### config.mk
export PLATFORM = sky130hd
export DESIGN_NAME = uart_transmitter
export DESIGN_NICKNAME = d
export VERILOG_FILES = /design/src/rtl/uart_pkg.sv /design/src/rtl/uart_baud_gen.sv /design/src/rtl/uart_transmitter.sv
export SDC_FILE = /design/constraint.sdc
export NUM_CORES = 1
export LEC_CHECK = 0
export BUFFER_PORTS_ARGS = -buffer_cell sky130_fd_sc_hd__buf_4
export CORE_UTILIZATION = 35
export DETAILED_ROUTE_END_ITERATION = 16
export MAX_ROUTING_LAYER = met4
export SLEW_MARGIN = 40
export SYNTH_ARGS = -nofsm -noshare
export SYNTH_HDL_FRONTEND = slang
export SYNTH_SLANG_ARGS = --single-unit
### constraint.sdc
create_clock -name PCLK -period 3 [get_ports PCLK]
set_input_delay 0.6 -clock PCLK [delete_from_list [all_inputs] [get_ports PCLK]]
set_output_delay 0.6 -clock PCLK [all_outputs]
set_load 0.02 [all_outputs]
### src/rtl/uart_pkg.sv
// Shared definitions for the UART transmitter and receiver.
//   clks_per_bit : PCLK cycles per line bit (integer division)
//   cnt_width    : register width able to hold 0..n-1 (at least 1 bit)
//   line_state_t : line-level FSM states shared by both directions
//   IDLE_LEVEL   : level of an idle UART line
package uart_pkg;

    localparam logic IDLE_LEVEL = 1'b1;

    typedef enum logic [1:0] {
        IDLE  = 2'd0,
        START = 2'd1,
        DATA  = 2'd2,
        STOP  = 2'd3
    } line_state_t;

    function automatic int clks_per_bit(input int clk_freq, input int baud_rate);
        return clk_freq / baud_rate;
    endfunction

    function automatic int cnt_width(input int n);
        return (n < 2) ? 1 : $clog2(n);
    endfunction

endpackage

### src/rtl/uart_baud_gen.sv
// Bit-period counter. Counts 0..CLKS_PER_BIT-1 while run is high and
// wraps on its own, so consecutive bits need no restart.
// Ports:
//   pclk, preset : clock, asynchronous active-high reset
//   clear        : synchronous return of the count to 0 (wins over run)
//   run          : advance the count
//   bit_tick     : high on the last cycle of every bit period
module uart_baud_gen
    import uart_pkg::*;
#(
    parameter int CLKS_PER_BIT = 16
) (
    input  logic pclk,
    input  logic preset,
    input  logic clear,
    input  logic run,
    output logic bit_tick
);

    localparam int CNT_W = cnt_width(CLKS_PER_BIT);
    localparam logic [CNT_W-1:0] LAST = CNT_W'(CLKS_PER_BIT - 1);

    logic [CNT_W-1:0] count;

    always_ff @(posedge pclk or posedge preset) begin
        if (preset) begin
            count <= '0;
        end else if (clear) begin
            count <= '0;
        end else if (run) begin
            count <= (count == LAST) ? '0 : count + 1'b1;
        end
    end

    assign bit_tick = run & (count == LAST);

endmodule

### src/rtl/uart_transmitter.sv
// 8N1-style UART transmitter with a one-entry holding register so the
// next byte can be queued while a frame is on the line.
// Ports:
//   PCLK, PRESET : clock, asynchronous active-high reset
//   tx_en        : enable; when low new requests are ignored silently
//   tx_rst       : synchronous soft reset, highest priority
//   tx_start     : one-cycle request to send tx_data
//   tx_data      : byte captured when tx_start is accepted
//   tx_serial    : registered serial line, idles high
//   tx_ready     : holding register empty
//   tx_busy      : frame in progress
//   tx_done      : pulse on the last cycle of each stop bit
//   tx_error     : pulse the cycle after a request dropped by overrun
module uart_transmitter
    import uart_pkg::*;
#(
    parameter int BAUD_RATE = 9600,
    parameter int CLK_FREQ  = 100_000_000,
    parameter int DATA_BITS = 8
) (
    input  logic                 PCLK,
    input  logic                 PRESET,
    input  logic                 tx_en,
    input  logic                 tx_rst,
    input  logic                 tx_start,
    input  logic [DATA_BITS-1:0] tx_data,
    output logic                 tx_serial,
    output logic                 tx_ready,
    output logic                 tx_busy,
    output logic                 tx_done,
    output logic                 tx_error
);

    localparam int CLKS_PER_BIT = clks_per_bit(CLK_FREQ, BAUD_RATE);
    localparam int BIT_W = cnt_width(DATA_BITS);
    localparam logic [BIT_W-1:0] LAST_BIT = BIT_W'(DATA_BITS - 1);

    line_state_t          state, state_next;
    logic [DATA_BITS-1:0] shift_q, shift_next;
    logic [DATA_BITS-1:0] hold_q, hold_next;
    logic                 hold_valid, hold_valid_next;
    logic [BIT_W-1:0]     bit_cnt, bit_cnt_next;
    logic                 serial_next;
    logic                 error_next;
    logic                 bit_tick;
    logic                 accept;
    logic                 last_stop;
    logic [DATA_BITS-1:0] shifted;

    assign accept    = tx_start & tx_en;
    assign last_stop = (state == STOP) & bit_tick;
    assign shifted   = shift_q >> 1;

    // Counter is parked at 0 in IDLE so START always gets a full period.
    uart_baud_gen #(
        .CLKS_PER_BIT(CLKS_PER_BIT)
    ) u_baud (
        .pclk    (PCLK),
        .preset  (PRESET),
        .clear   (tx_rst | (state == IDLE)),
        .run     (state != IDLE),
        .bit_tick(bit_tick)
    );

    assign tx_busy  = (state != IDLE);
    assign tx_ready = ~hold_valid;
    assign tx_done  = last_stop & ~tx_rst;

    always_comb begin
        state_next      = state;
        shift_next      = shift_q;
        hold_next       = hold_q;
        hold_valid_next = hold_valid;
        bit_cnt_next    = bit_cnt;
        serial_next     = tx_serial;
        error_next      = 1'b0;

        if (tx_rst) begin
            state_next      = IDLE;
            shift_next      = '0;
            hold_next       = '0;
            hold_valid_next = 1'b0;
            bit_cnt_next    = '0;
            serial_next     = IDLE_LEVEL;
        end else begin
            case (state)
                IDLE: begin
                    if (accept) begin
                        shift_next   = tx_data;
                        bit_cnt_next = '0;
                        state_next   = START;
                        serial_next  = 1'b0;
                    end
                end
                START: begin
                    if (bit_tick) begin
                        state_next  = DATA;
                        serial_next = shift_q[0];
                    end
                end
                DATA: begin
                    if (bit_tick) begin
                        shift_next = shifted;
                        if (bit_cnt == LAST_BIT) begin
                            bit_cnt_next = '0;
                            state_next   = STOP;
                            serial_next  = IDLE_LEVEL;
                        end else begin
                            bit_cnt_next = bit_cnt + 1'b1;
                            serial_next  = shifted[0];
                        end
                    end
                end
                STOP: begin
                    if (bit_tick) begin
                        bit_cnt_next = '0;
                        if (hold_valid) begin
                            shift_next      = hold_q;
                            hold_valid_next = 1'b0;
                            state_next      = START;
                            serial_next     = 1'b0;
                        end else if (accept) begin
                            // Holding empty on the final stop cycle: bypass it
                            // so the new byte follows without a gap.
                            shift_next  = tx_data;
                            state_next  = START;
                            serial_next = 1'b0;
                        end else begin
                            state_next = IDLE;
                        end
                    end
                end
                default: begin
                    state_next  = IDLE;
                    serial_next = IDLE_LEVEL;
                end
            endcase

            if (accept && (state != IDLE)) begin
                if (hold_valid) begin
                    error_next = 1'b1;
                end else if (!last_stop) begin
                    hold_next       = tx_data;
                    hold_valid_next = 1'b1;
                end
            end
        end
    end

    always_ff @(posedge PCLK or posedge PRESET) begin
        if (PRESET) begin
            state      <= IDLE;
            shift_q    <= '0;
            hold_q     <= '0;
            hold_valid <= 1'b0;
            bit_cnt    <= '0;
            tx_serial  <= IDLE_LEVEL;
            tx_error   <= 1'b0;
        end else begin
            state      <= state_next;
            shift_q    <= shift_next;
            hold_q     <= hold_next;
            hold_valid <= hold_valid_next;
            bit_cnt    <= bit_cnt_next;
            tx_serial  <= serial_next;
            tx_error   <= error_next;
        end
    end

endmodule

After elaboration in Yosys (flattened, before gate mapping)
Index checks and enable logic that the tools add are counted.
W data, S select, Z words.
Storage, ports and cells
  flip-flop bits (word level): 38
  bits in latches: 0
  RAM bits: 0
  memory bits (read-only): 0
  input bits: 13
  output and inout port bits: 5
  logic and storage cells: 85
  memories kept: 0
Operators by class
  $add $sub $neg: 2
  multiply operators: 0
  divide/modulo/power cells: 0
  magnitude comparators: 0
  eq/ne operators: 12
  shift operators: 0
  muxes and demuxes: 45
  bitwise logic cells: 7
  reductions and logical operators: 11
Operator list (number)
  $mux W8: 9
  $mux W14: 3
  $pmux W8 S3: 1
  $mux W1: 18
  $mux W3: 5
  $ne A3 B3 Y1 const B: 5
  $add A14 B1 Y14 const B: 1
  $eq A14 B14 Y1 const B: 1
  $mux W2: 6
  $pmux W3 S3: 1
  $reduce_and A3 Y1: 3
  $pmux W2 S4: 1
  $reduce_bool A2 Y1: 3
  $reduce_and A5 Y1: 1
  $and A1 B1 Y1: 4
  $eq A2 B2 Y1 const B: 2
  $ne A2 B2 Y1 const B: 2
  $pmux W1 S4: 1
  $reduce_and A4 Y1: 1
  $reduce_bool A4 Y1: 1
  $add A3 B1 Y3 const B: 1
  $eq A3 B3 Y1 const B: 1
  $eq A2 B1 Y1 const B: 1
  $logic_not A2 Y1: 1
  3 further kinds: 4

Longest topological paths before layout
  depth after elaboration: 8
  depth in mapped cells: 8
  mapped depth without buffers: 6

By module
A second synthesis with hierarchy kept.
Unflattened totals
  cells, all modules: 214
  area total of the unflattened synthesis: 2229.6 um2
Modules (own cells, without submodules)
  uart_transmitter: instances 1, cells each 132, area each 1403.8 um2, seq. area each 601.8 um2
  uart_baud_gen: instances 1, cells each 82, area each 825.8 um2, seq. area each 350.3 um2

Worst setup path after synthesis
No wires, ideal clock.
  path type: register to output
  from: reg state[0]
  to: out tx_done
  arrival time: 1.896 ns
  required time: 2.400 ns
  slack: 0.504 ns
  stages on the path, launching flop included: 9
  path buffers: 2
  cell sequence: dfrtp_1 inv_1 ha_1 clkbuf_1 nor4bb_1 and4_2 clkbuf_1 nand2_1 nor2_1
Between the ends
  word-level cells in the longest chain between the ends: 4
  elaborated cells between the ends (all ways): 5
  those cells by class: eq/ne: 1; bitwise: 3; reduce/logical: 1
RTL lines
  from (decl): RTL line uart_transmitter.sv:38  | line_state_t state, state_next;
  from (signal assigned): RTL line uart_transmitter.sv:160  | state <= state_next;
  $reduce_bool A2 Y1: RTL line uart_transmitter.sv:61  | .run (state != IDLE),
  $and A1 B1 Y1: RTL line uart_baud_gen.sv:35  | assign bit_tick = run & (count == LAST);
  $and A1 B1 Y1 (*): RTL line uart_transmitter.sv:51  | assign last_stop = (state == STOP) & bit_tick;
  $and A1 B1 Y1 (*): RTL line uart_transmitter.sv:67  | assign tx_done = last_stop & ~tx_rst;
  to (decl): RTL line uart_transmitter.sv:30  | output logic tx_done,
Every way passes the cells marked *; elsewhere a longest branch is shown, timed or not.

Worst setup path after layout
  from: reg u_baud.count[9]
  to: out tx_done
Between the ends
  word-level cells in the longest chain between the ends: 4
RTL lines
  from (decl): RTL line uart_baud_gen.sv:23  | logic [CNT_W-1:0] count;
  from (signal assigned): RTL line uart_baud_gen.sv:31  | count <= (count == LAST) ? '0 : count + 1'b1;
  $eq A14 B14 Y1: RTL line uart_baud_gen.sv:35
  $and A1 B1 Y1: RTL line uart_baud_gen.sv:35
  $and A1 B1 Y1: RTL line uart_transmitter.sv:51
  $and A1 B1 Y1: RTL line uart_transmitter.sv:67
Every way passes these cells.

==> metrics.txt <==
status complete, no violations; sequential power share 36.1%; Worst Tran Pin Value about 0.66 ns; die extent in y between 80 and 90 um; Clock Skews 0.00897 ns; arrival time of the worst setup path around 2.1 ns; Commonest cells post-synth 37 x dfrtp_1, 25 x nand2_1, 21 x nor2_1; Synth Warn # 0; setup bufs post-CTS 0; # diodes 0; Syn Area/Cell 9.63 um2; initial antenna violation count 0; FFs w/ async S/R, synth 100%; Tcrit/Tclk final 91.1%; Iter 0 DRT Violations 108; Leakage Power ~1.1 nW; Crit Path Max Fanout 6; IO buf count 17; WHS 0.413 ns; #FFs+latches synth 38; Place WS 0.610 ns; Synth area leaders dfrtp_1 42%, nand2_1 4.2%, a32o_1 4.0%; GP Congestion 0.798; worst hold path type in2async; Final setup viols 0; Switching Share a little over a third; CTS sink cnt 38; final WL about 4900 um; Post-synth EDFFs 0; P_int roughly 0.0012 W; CP Class reg2out; Cell Pwr Density about 700 nW/um2; Seq/Total Area, Yosys a little over two fifths; Final min period around 2.7 ns; hold_buf cts 0; count leader, synth dfrtp_1; post-CTS sizing 0; fin util between 40% and 50%; vias in the first global route ~1800; post-route setup TNS 0 ns; Worst R2R Setup Slack between 0.8 and 0.9 ns; Worst VDD drop roughly 0.32 mV; first-pass GRT wire length approximately 8500 um; total CTS buffers 5; Vias approximately 1800; max cap viols 0; drt first pass iters 4; Core ar. between 6000 and 7000 um2; Max Fclk approximately 0.37 GHz; CTS tree done; area grow syn2layout 14.8%; number of H-tree levels 2; gr usage total 17.4%; io pins 18; dpl cells about 310; Post-Synthesis Cells ~230; Comb pwr share approximately 34%; Synth area leader dfrtp_1; Final ANT Viol Nets 0; main flop type after synthesis dfrtp_1; RR Endpoint shift_q[3]; RSZ-0062 raised after global routing no; CP Capture Type output pin; row cnt 28; Root Driver clkbuf_8; # nets final roughly 260; WL per Instance ~15 um; CP required 2.40 ns; Max-slew headroom around 55%; unique cell type count in the Yosys netlist 46; Sw Pwr approximately 0.00062 W; Yosys top cell area share about two fifths; die area between 6000 and 7000 um2; post-route insts no fill 320; r2r worst-path depth 7; share of layout cells above drive strength 1 approximately 16%; Clock transition at path regs ~0.08 ns; crit start category register; final hold violations 0; Clock Power Share a little under a third; Post-route DRC 0; worst r2r src state[0]; width of the die 81.7 um; fin worst setup slack roughly 0.27 ns; DP Wirelength roughly 3300 um; Initial Utilization between 30% and 40%; syn_nets roughly 250; largest net degree at the start of global routing 39; Clk Latency, worst-skew pair around 0.3 ns; fin. max-slew vios 0; Clock Tree Buf Depth 2; DR vias/cell approximately 5.5; Remaining Overflow, GRT 0; Post-Syn Area 2220 um2
layer usage:
metal	share of wire, %	track usage, %	up-vias	wire, um
met5	0	-	-	0
met4	2.0	7.72	0	99
met3	2.8	3.11	9	137
met2	43	25.1	33	2130
met1	52	23.7	860	2560
li1	-	-	872	-
power by group through the flow:
stage	Clock [W]	Sequential, W	Combinational, W
2_1_floorplan	0	0.000638	0.000435
3_3_place_gp	0	0.000650	0.000592
3_5_place_dp	0	0.000653	0.000591
4_1_cts	0.000557	0.000643	0.000596
5_1_grt	0.000573	0.000655	0.000657
6_report	0.000543	0.000644	0.000597
registers in the layout, summed over array words and instances (netlist names):
register / count
tx_error: 1
hold_valid: 1
state: 2
u_baud.count: 14
shift_q: 8
tx_serial: 1
hold_q: 8
bit_cnt: 3
kinds of logic (layout without fill, tap and decap cells):
kind of cell	Yosys count	after routing	share of synthesized area (%)
AO/OA/AOI/OAI	45	45	17.3
multiplexers	8	8	3.60
flip-flops	38	38	42.8
XOR/XNOR	12	12	4.72
buffers and inverters	24	38	4.78
AND/OR/NAND/NOR	97	97	22.8
adder cells (fa/ha/maj)	7	7	3.94
worst max path at each step:
stage | startpoint | end | slack (ns) | cells past startpoint
floorplan | state[0] | tx_done | 0.50 | 8
global placement | u_baud.count[9] | tx_done | 0.64 | 5
detailed placement | u_baud.count[9] | tx_done | 0.61 | 5
CTS | u_baud.count[9] | tx_done | 0.28 | 5
global route | u_baud.count[9] | tx_done | 0.05 | 5
finish | u_baud.count[9] | tx_done | 0.27 | 5
final cells by class:
class / count / area, um2
clock buffers: 6 / 82.6
clock inverters: 2 / 60.1
fillers: 619 / 3470
inverters: 8 / 30.0
multi-input cells: 169 / 1170
flip-flops and latches: 38 / 952
well taps: 75 / 93.8
repair buffers: 22 / 165
cell usage in the layout, fill, tap and decap left out, types with 3 or more instances in the layout:
cell type / Yosys / layout
buf_4: 0 / 22
nor4_1: 3 / 3
xor2_1: 5 / 5
inv_1: 8 / 8
nand3_1: 8 / 8
a221o_1: 7 / 7
a32o_1: 9 / 9
a21oi_1: 7 / 7
and3_1: 9 / 9
nor3_1: 5 / 5
o22ai_1: 3 / 3
and2_1: 3 / 3
ha_1: 7 / 7
dfrtp_1: 37 / 37
xnor2_1: 7 / 7
o21ai_0: 5 / 5
nor2_1: 21 / 21
nand2_1: 25 / 25
nor2b_1: 4 / 4
clkbuf_8: 0 / 6
mux2i_1: 8 / 8
nand4_1: 6 / 6
metrics by stage:
stage / cell area, um2 / power [W]
finish: 2550 / 0.00178
global route: 2550 / 0.00189
CTS: 2550 / 0.00180
detailed placement: 2410 / 0.00124
global placement: 2410 / 0.00124
floorplan: 2220 / 0.00107
worst max-delay path, stage by stage (launching register included):
cell and delay, ns:
dfrtp_1 0.42, nor4b_1 0.63, and4_2 0.45, nand2_1 0.09, nor2_1 0.10, buf_4 0.15
Note: power is estimated with default switching activity, not from simulation.
